## src/rtl/imem_stream_loader_if.sv

```systemverilog
// Program word stream into the imem loader: valid/ready handshake plus data and
// last-word marker.
interface imem_stream_loader_if;
   logic        s_valid;
   logic        s_ready;
   logic [31:0] s_data;
   logic        s_last;

   modport master (output s_valid, output s_data, output s_last, input s_ready);
   modport slave  (input s_valid, input s_data, input s_last, output s_ready);
endinterface

```

## src/rtl/imem_stream_loader.sv

```systemverilog
// Streams program words into the instruction memory write port from START_BYTE_ADDR
// and holds the core in reset until the final word has landed.
module imem_stream_loader #(
   parameter int unsigned MEM_DEPTH       = 1024,
   parameter logic [31:0] START_BYTE_ADDR = 32'h0000_3000,
   parameter int unsigned CNT_W           = $clog2(MEM_DEPTH + 1)
) (
   input  logic                 clk,
   input  logic                 rst_n,
   imem_stream_loader_if.slave  s,
   input  logic                 reload,
   output logic                 imem_wen,
   output logic [31:0]          imem_waddr,
   output logic [31:0]          imem_wdata,
   output logic                 core_rst_n,
   output logic                 load_done,
   output logic                 load_error,
   output logic [CNT_W-1:0]     word_count
);

   typedef enum logic [1:0] {
      LOAD,
      DRAIN,
      RUN,
      ERROR
   } state_e;

   state_e             state_q, state_d;
   logic [CNT_W-1:0]   wc_q, wc_d;
   logic               wen_q, wen_d;
   logic [31:0]        waddr_q, waddr_d;
   logic [31:0]        wdata_q, wdata_d;
   logic               core_rst_n_q, core_rst_n_d;
   logic               done_q, done_d;
   logic               err_q, err_d;

   assign s.s_ready = (state_q == LOAD);

   always_ff @(posedge clk or negedge rst_n) begin
      if (!rst_n) begin
         state_q      <= LOAD;
         wc_q         <= '0;
         wen_q        <= 1'b0;
         waddr_q      <= START_BYTE_ADDR;
         wdata_q      <= '0;
         core_rst_n_q <= 1'b0;
         done_q       <= 1'b0;
         err_q        <= 1'b0;
      end else begin
         state_q      <= state_d;
         wc_q         <= wc_d;
         wen_q        <= wen_d;
         waddr_q      <= waddr_d;
         wdata_q      <= wdata_d;
         core_rst_n_q <= core_rst_n_d;
         done_q       <= done_d;
         err_q        <= err_d;
      end
   end

   always_comb begin
      state_d      = state_q;
      wc_d         = wc_q;
      wen_d        = 1'b0;
      waddr_d      = waddr_q;
      wdata_d      = wdata_q;
      core_rst_n_d = core_rst_n_q;
      done_d       = done_q;
      err_d        = err_q;

      unique case (state_q)
         LOAD: begin
            if (s.s_valid) begin
               if (wc_q < CNT_W'(MEM_DEPTH)) begin
                  wen_d   = 1'b1;
                  waddr_d = START_BYTE_ADDR + (32'(wc_q) << 2);
                  wdata_d = s.s_data;
                  wc_d    = wc_q + CNT_W'(1);
                  if (s.s_last) state_d = DRAIN;
               end else begin
                  // Memory full: drop the word and lock up until external reset.
                  state_d = ERROR;
                  err_d   = 1'b1;
               end
            end
         end
         DRAIN: begin
            state_d      = RUN;
            core_rst_n_d = 1'b1;
            done_d       = 1'b1;
         end
         RUN: begin
            if (reload) begin
               state_d      = LOAD;
               core_rst_n_d = 1'b0;
               done_d       = 1'b0;
               wc_d         = '0;
            end
         end
         ERROR: begin
            core_rst_n_d = 1'b0;
         end
         default: state_d = LOAD;
      endcase
   end

   assign imem_wen   = wen_q;
   assign imem_waddr = waddr_q;
   assign imem_wdata = wdata_q;
   assign core_rst_n = core_rst_n_q;
   assign load_done  = done_q;
   assign load_error = err_q;
   assign word_count = wc_q;

endmodule

```

## src/flat_wrapper.sv

```systemverilog
// flat-port wrapper written by rule: the top's interface ports become plain ports
module imem_stream_loader_flat 
#(
   parameter int unsigned MEM_DEPTH       = 1024,
   parameter logic [31:0] START_BYTE_ADDR = 32'h0000_3000,
   parameter int unsigned CNT_W           = $clog2(MEM_DEPTH + 1)
)
  (clk, rst_n, reload, imem_wen, imem_waddr, imem_wdata, core_rst_n, load_done, load_error, word_count, s_s_valid, s_s_data, s_s_last, s_s_ready);
  imem_stream_loader_if s_i ();
  input  logic clk;
  input  logic rst_n;
  input  logic reload;
  output logic imem_wen;
  output logic [31:0] imem_waddr;
  output logic [31:0] imem_wdata;
  output logic core_rst_n;
  output logic load_done;
  output logic load_error;
  output logic [CNT_W-1:0] word_count;
  input wire logic [$bits(s_i.s_valid)-1:0] s_s_valid;
  input wire logic [$bits(s_i.s_data)-1:0] s_s_data;
  input wire logic [$bits(s_i.s_last)-1:0] s_s_last;
  output wire logic [$bits(s_i.s_ready)-1:0] s_s_ready;
  assign s_i.s_valid = s_s_valid;
  assign s_i.s_data = s_s_data;
  assign s_i.s_last = s_s_last;
  assign s_s_ready = s_i.s_ready;
  imem_stream_loader #(.MEM_DEPTH(MEM_DEPTH), .START_BYTE_ADDR(START_BYTE_ADDR), .CNT_W(CNT_W)) u_core (.clk(clk), .rst_n(rst_n), .s(s_i), .reload(reload), .imem_wen(imem_wen), .imem_waddr(imem_waddr), .imem_wdata(imem_wdata), .core_rst_n(core_rst_n), .load_done(load_done), .load_error(load_error), .word_count(word_count));
endmodule
```

## config.mk

```make
export PLATFORM = sky130hd
export DESIGN_NAME = imem_stream_loader_flat
export DESIGN_NICKNAME = d
export VERILOG_FILES = /design/src/rtl/imem_stream_loader_if.sv /design/src/rtl/imem_stream_loader.sv /design/src/flat_wrapper.sv
export SDC_FILE = /design/constraint.sdc
export NUM_CORES = 1
export LEC_CHECK = 0
export CAP_MARGIN = 15
export CORE_MARGIN = 2
export CORE_UTILIZATION = 60
export CTS_CLUSTER_SIZE = 25
export DETAILED_ROUTE_END_ITERATION = 7
export DONT_BUFFER_PORTS = 1
export HOLD_SLACK_MARGIN = 0.12
export PLACE_DENSITY_LB_ADDON = 0.1
export SYNTH_ARGS = -nofsm -noshare
export SYNTH_HDL_FRONTEND = slang
export SYNTH_SLANG_ARGS = --single-unit
```

## constraint.sdc

```tcl
create_clock -name clk -period 2.54 [get_ports clk]
set_input_delay 0.381 -clock clk [delete_from_list [all_inputs] [get_ports clk]]
set_output_delay 0.381 -clock clk [all_outputs]
set_load 0.005 [all_outputs]
```

==> out/qor.csv <==
stage,metric,value,unit
flow_run,MaxCap Viol Count,0,
timing,Period minus WS final,2.25,ns
synth,"EDFF count, synth",0,
clock_tree,CTS sink cnt,61,
power,leakage,1.55,nW
timing,Pins Over Slew Limit,0,
floorplan,die height,71.5,um
floorplan,# IOs,117,
global_route,Total Routing Usage GR,21.6,%
clock_tree,Worst-Skew Late Latency,0.32,ns
timing,sum of negative setup slack,0,ns
setup_path,WP data required,2.74,ns
global_route,largest net degree at the start of global routing,62,
setup_path,crit path to,u_core.imem_wdata[27],
setup_path,crit-path max FO,34,
synth,Mean Syn Cell Area,9.67,um2
placed_design,Setup WS pre-CTS,0.271,ns
power,Worst VDD drop,293,uV
final_layout,filler instances,361,
timing,final hold vios,0,
placed_design,DP HPWL,3610,um
timing,setup ws final,0.288,ns
worst_hold_path,hold crit path type,input port to flip-flop,
setup_path,Critical R2R Launch,u_core.state_q[0],
setup_path,crit-path cells,inv_1 > ha_1 > nand3b_1 > clkinv_1 > nand2_1 > nand2_1,
setup_path,reg2reg setup slack,0.29,ns
clock_tree,post-CTS sizing,0,
global_route,met2 global-route usage,34.9,%
final_layout,Area Overhead vs Synth,6.58,%
setup_path,critical path type,flip-flop to flip-flop,
timing,Relative slew margins,38.5,%
timing,Max Fclk,444,MHz
final_layout,fin cells,343,
floorplan,Die W,71.5,um
synth,post-synthesis sequential area ratio,55.8,%
global_route,GR Util met3,6.75,%
clock_tree,H-tree level count,3,
final_layout,Reg area,1530,um2
drt,drt wl/cell,15.6,um
timing,Worst Clk Skew,0.00865,ns
synth,Synth Cell Area,2740,um2
final_layout,post-layout util,66.6,%
setup_path,"most used cell, CP",nand2_1,
global_route,GR Overflow Total,0,
setup_path,max incr delay on CP,0.72,ns
global_route,initial antenna violation count,0,
drt,number of nets with antenna violations after routing,0,
drt,via/cell ratio,5.44,
timing,WHS,0.159,ns
setup_path,Critical Path Source Type,flip-flop,
synth,Main synth FF type,dfrtp_1,
drt,final wirelength,5340,um
setup_path,worst r2r dst,u_core.imem_wdata[27],
synth,"flops & latches, synth",61,
clock_tree,CTS tree,done,
setup_path,worst setup path startpoint,u_core.state_q[0],
final_layout,multi-input logic area,1030,um2
clock_tree,"Reg clk slew, reported paths",0.07,ns
final_layout,n_diodes,0,
clock_tree,CTS Buffer Depth,2,
drt,vias,1867,
power,pwr dens,626,nW/um2
setup_path,Reg2Reg Depth,6,
placed_design,placed cells,325,
clock_tree,CTS buffer count,9,
floorplan,Core ar.,4380,um2
synth,ys async rst share,100,%
drt,DRC,0,
drt,DR pass1 iterations,4,
timing,Worst Max-Slew Pin Slew,0.917,ns
global_route,GR peak layer,met2,
timing,Final Cycle Share,88.7,%
global_route,GR Util met1,26.6,%
global_route,number of global-route vias before repair,1834,
timing,Setup-failing EPs final,0,
placed_design,PortBufs,0,
floorplan,Initial Util,62.4,%
setup_path,Critical Path End Type,flip-flop,
drt,DR iter-0 viols,122,
synth,Netlist cell types,36,
final_layout,share of cells above drive strength 1,12.0,%
setup_path,CP arrival,2.45,ns
synth,cell count after synthesis,283,
floorplan,die area,5120,um2
floorplan,# rows,24,
setup_path,CP max-delay cell,clkinv_1,
placed_design,GP Congestion,0.746,
global_route,global-route wire length before repair,8560,um
synth,yosys warns,0,
final_layout,Nets,329,
timing,RSZ-0062 raised after global routing,false,
clock_tree,Root Buffer,clkbuf_8,
status,status,completed,
## cells in the final DEF, fill, tap and decap left out, types with 4 or more instances in the layout
cell type | Yosys | routed
dfrtp_1 | 60 | 60
nand2_1 | 106 | 106
ha_1 | 6 | 6
conb_1 | 1 | 19
nor2b_1 | 4 | 4
a21oi_1 | 7 | 7
mux2_2 | 9 | 9
o21ai_0 | 9 | 9
inv_1 | 8 | 8
clkbuf_8 | 0 | 13
nand4_1 | 4 | 4
nor2_1 | 11 | 11
## cell usage after synthesis (2+ instances only)
library cell,n,area share (%)
dfrtp_1,60,55
nand3b_1,2,0.55
nand4_1,4,0.91
nand2_1,106,15
mux2i_1,2,0.73
or3_1,2,0.46
buf_4,21,5.8
buf_2,5,0.91
a21oi_1,7,1.3
clkbuf_1,3,0.41
xnor2_1,3,0.96
inv_1,8,1.1
ha_1,6,2.7
o21ai_0,9,1.6
nor2_1,11,1.5
nand2b_1,2,0.46
mux2_2,9,3.7
a31o_2,2,0.64
nor2b_1,4,0.91
## stage by stage
stage | power (mW) | area, um2
after global placement | 0.999 | 2680
final | 1.83 | 2920
after detailed placement | 0.999 | 2680
after floorplan | 1.02 | 2810
after CTS | 1.85 | 2920
after global routing | 1.89 | 2920
## logic make-up after synthesis
logic type | Yosys count | synth area share (%)
buf+inv | 40 | 8.87
flops | 61 | 55.8
other cells | 1 | 0.137
compound gates | 26 | 6.86
mux | 11 | 4.43
simple gates | 135 | 20.2
fa+ha+maj | 6 | 2.74
xor+xnor | 3 | 0.960
## routing by layer
layer	share of wire, %	wire length (um)
met5	0	0
met4	1.2	65
met2	49	2620
met3	8.4	449
met1	41	2210
## worst min path at each step
stage | start | endpoint | slack (ns) | depth (start not counted)
floorplan | rst_n | u_core.core_rst_n | 0.09 | 0
global placement | rst_n | u_core.imem_wen | 0.09 | 0
detailed placement | rst_n | u_core.imem_wdata[22] | 0.09 | 0
CTS | s_s_data[8] | u_core.imem_wdata[8] | 0.15 | 2
global route | s_s_data[28] | u_core.imem_wdata[28] | 0.15 | 2
finish | s_s_data[7] | u_core.imem_wdata[7] | 0.16 | 2
## worst max-delay path, delay by kind of cell, from the launching register on
| family | cells | cell delay, ns |
|---|---|---|
| flops | 1 | 0.43 |
| buf+inv | 2 | 0.81 |
| fa+ha+maj | 1 | 0.34 |
| simple gates | 3 | 0.55 |
## sequential cells by signal, indices dropped and copies added (netlist names)
name and cells:
u_core.word_count 11, u_core.state_q 2, u_core.imem_waddr 12, u_core.core_rst_n 1, u_core.load_error 1, u_core.imem_wdata 32
u_core.imem_wen 1, u_core.load_done 1
## what timing repair did
action,in CTS,in global routing
hold buffers,2,0
buffers inserted,0,0
hold endpoints to repair,61,0
## power by group
part	internal, mW	total (mW)	switching, mW
registers	0.971	0.971	0
clock network	0.458	0.822	0.364
logic	0.00686	0.0346	0.0278
## layout make-up
type,count,share of cell area (%)
flip-flops and latches,61,52.4
multi-input cells,200,35.5
clock buffers,13,6.13
well taps,52,2.23
repair buffers,5,2.06
inverters,9,1.16
clock inverters,3,0.600
Power figures use the tool's default switching activity.
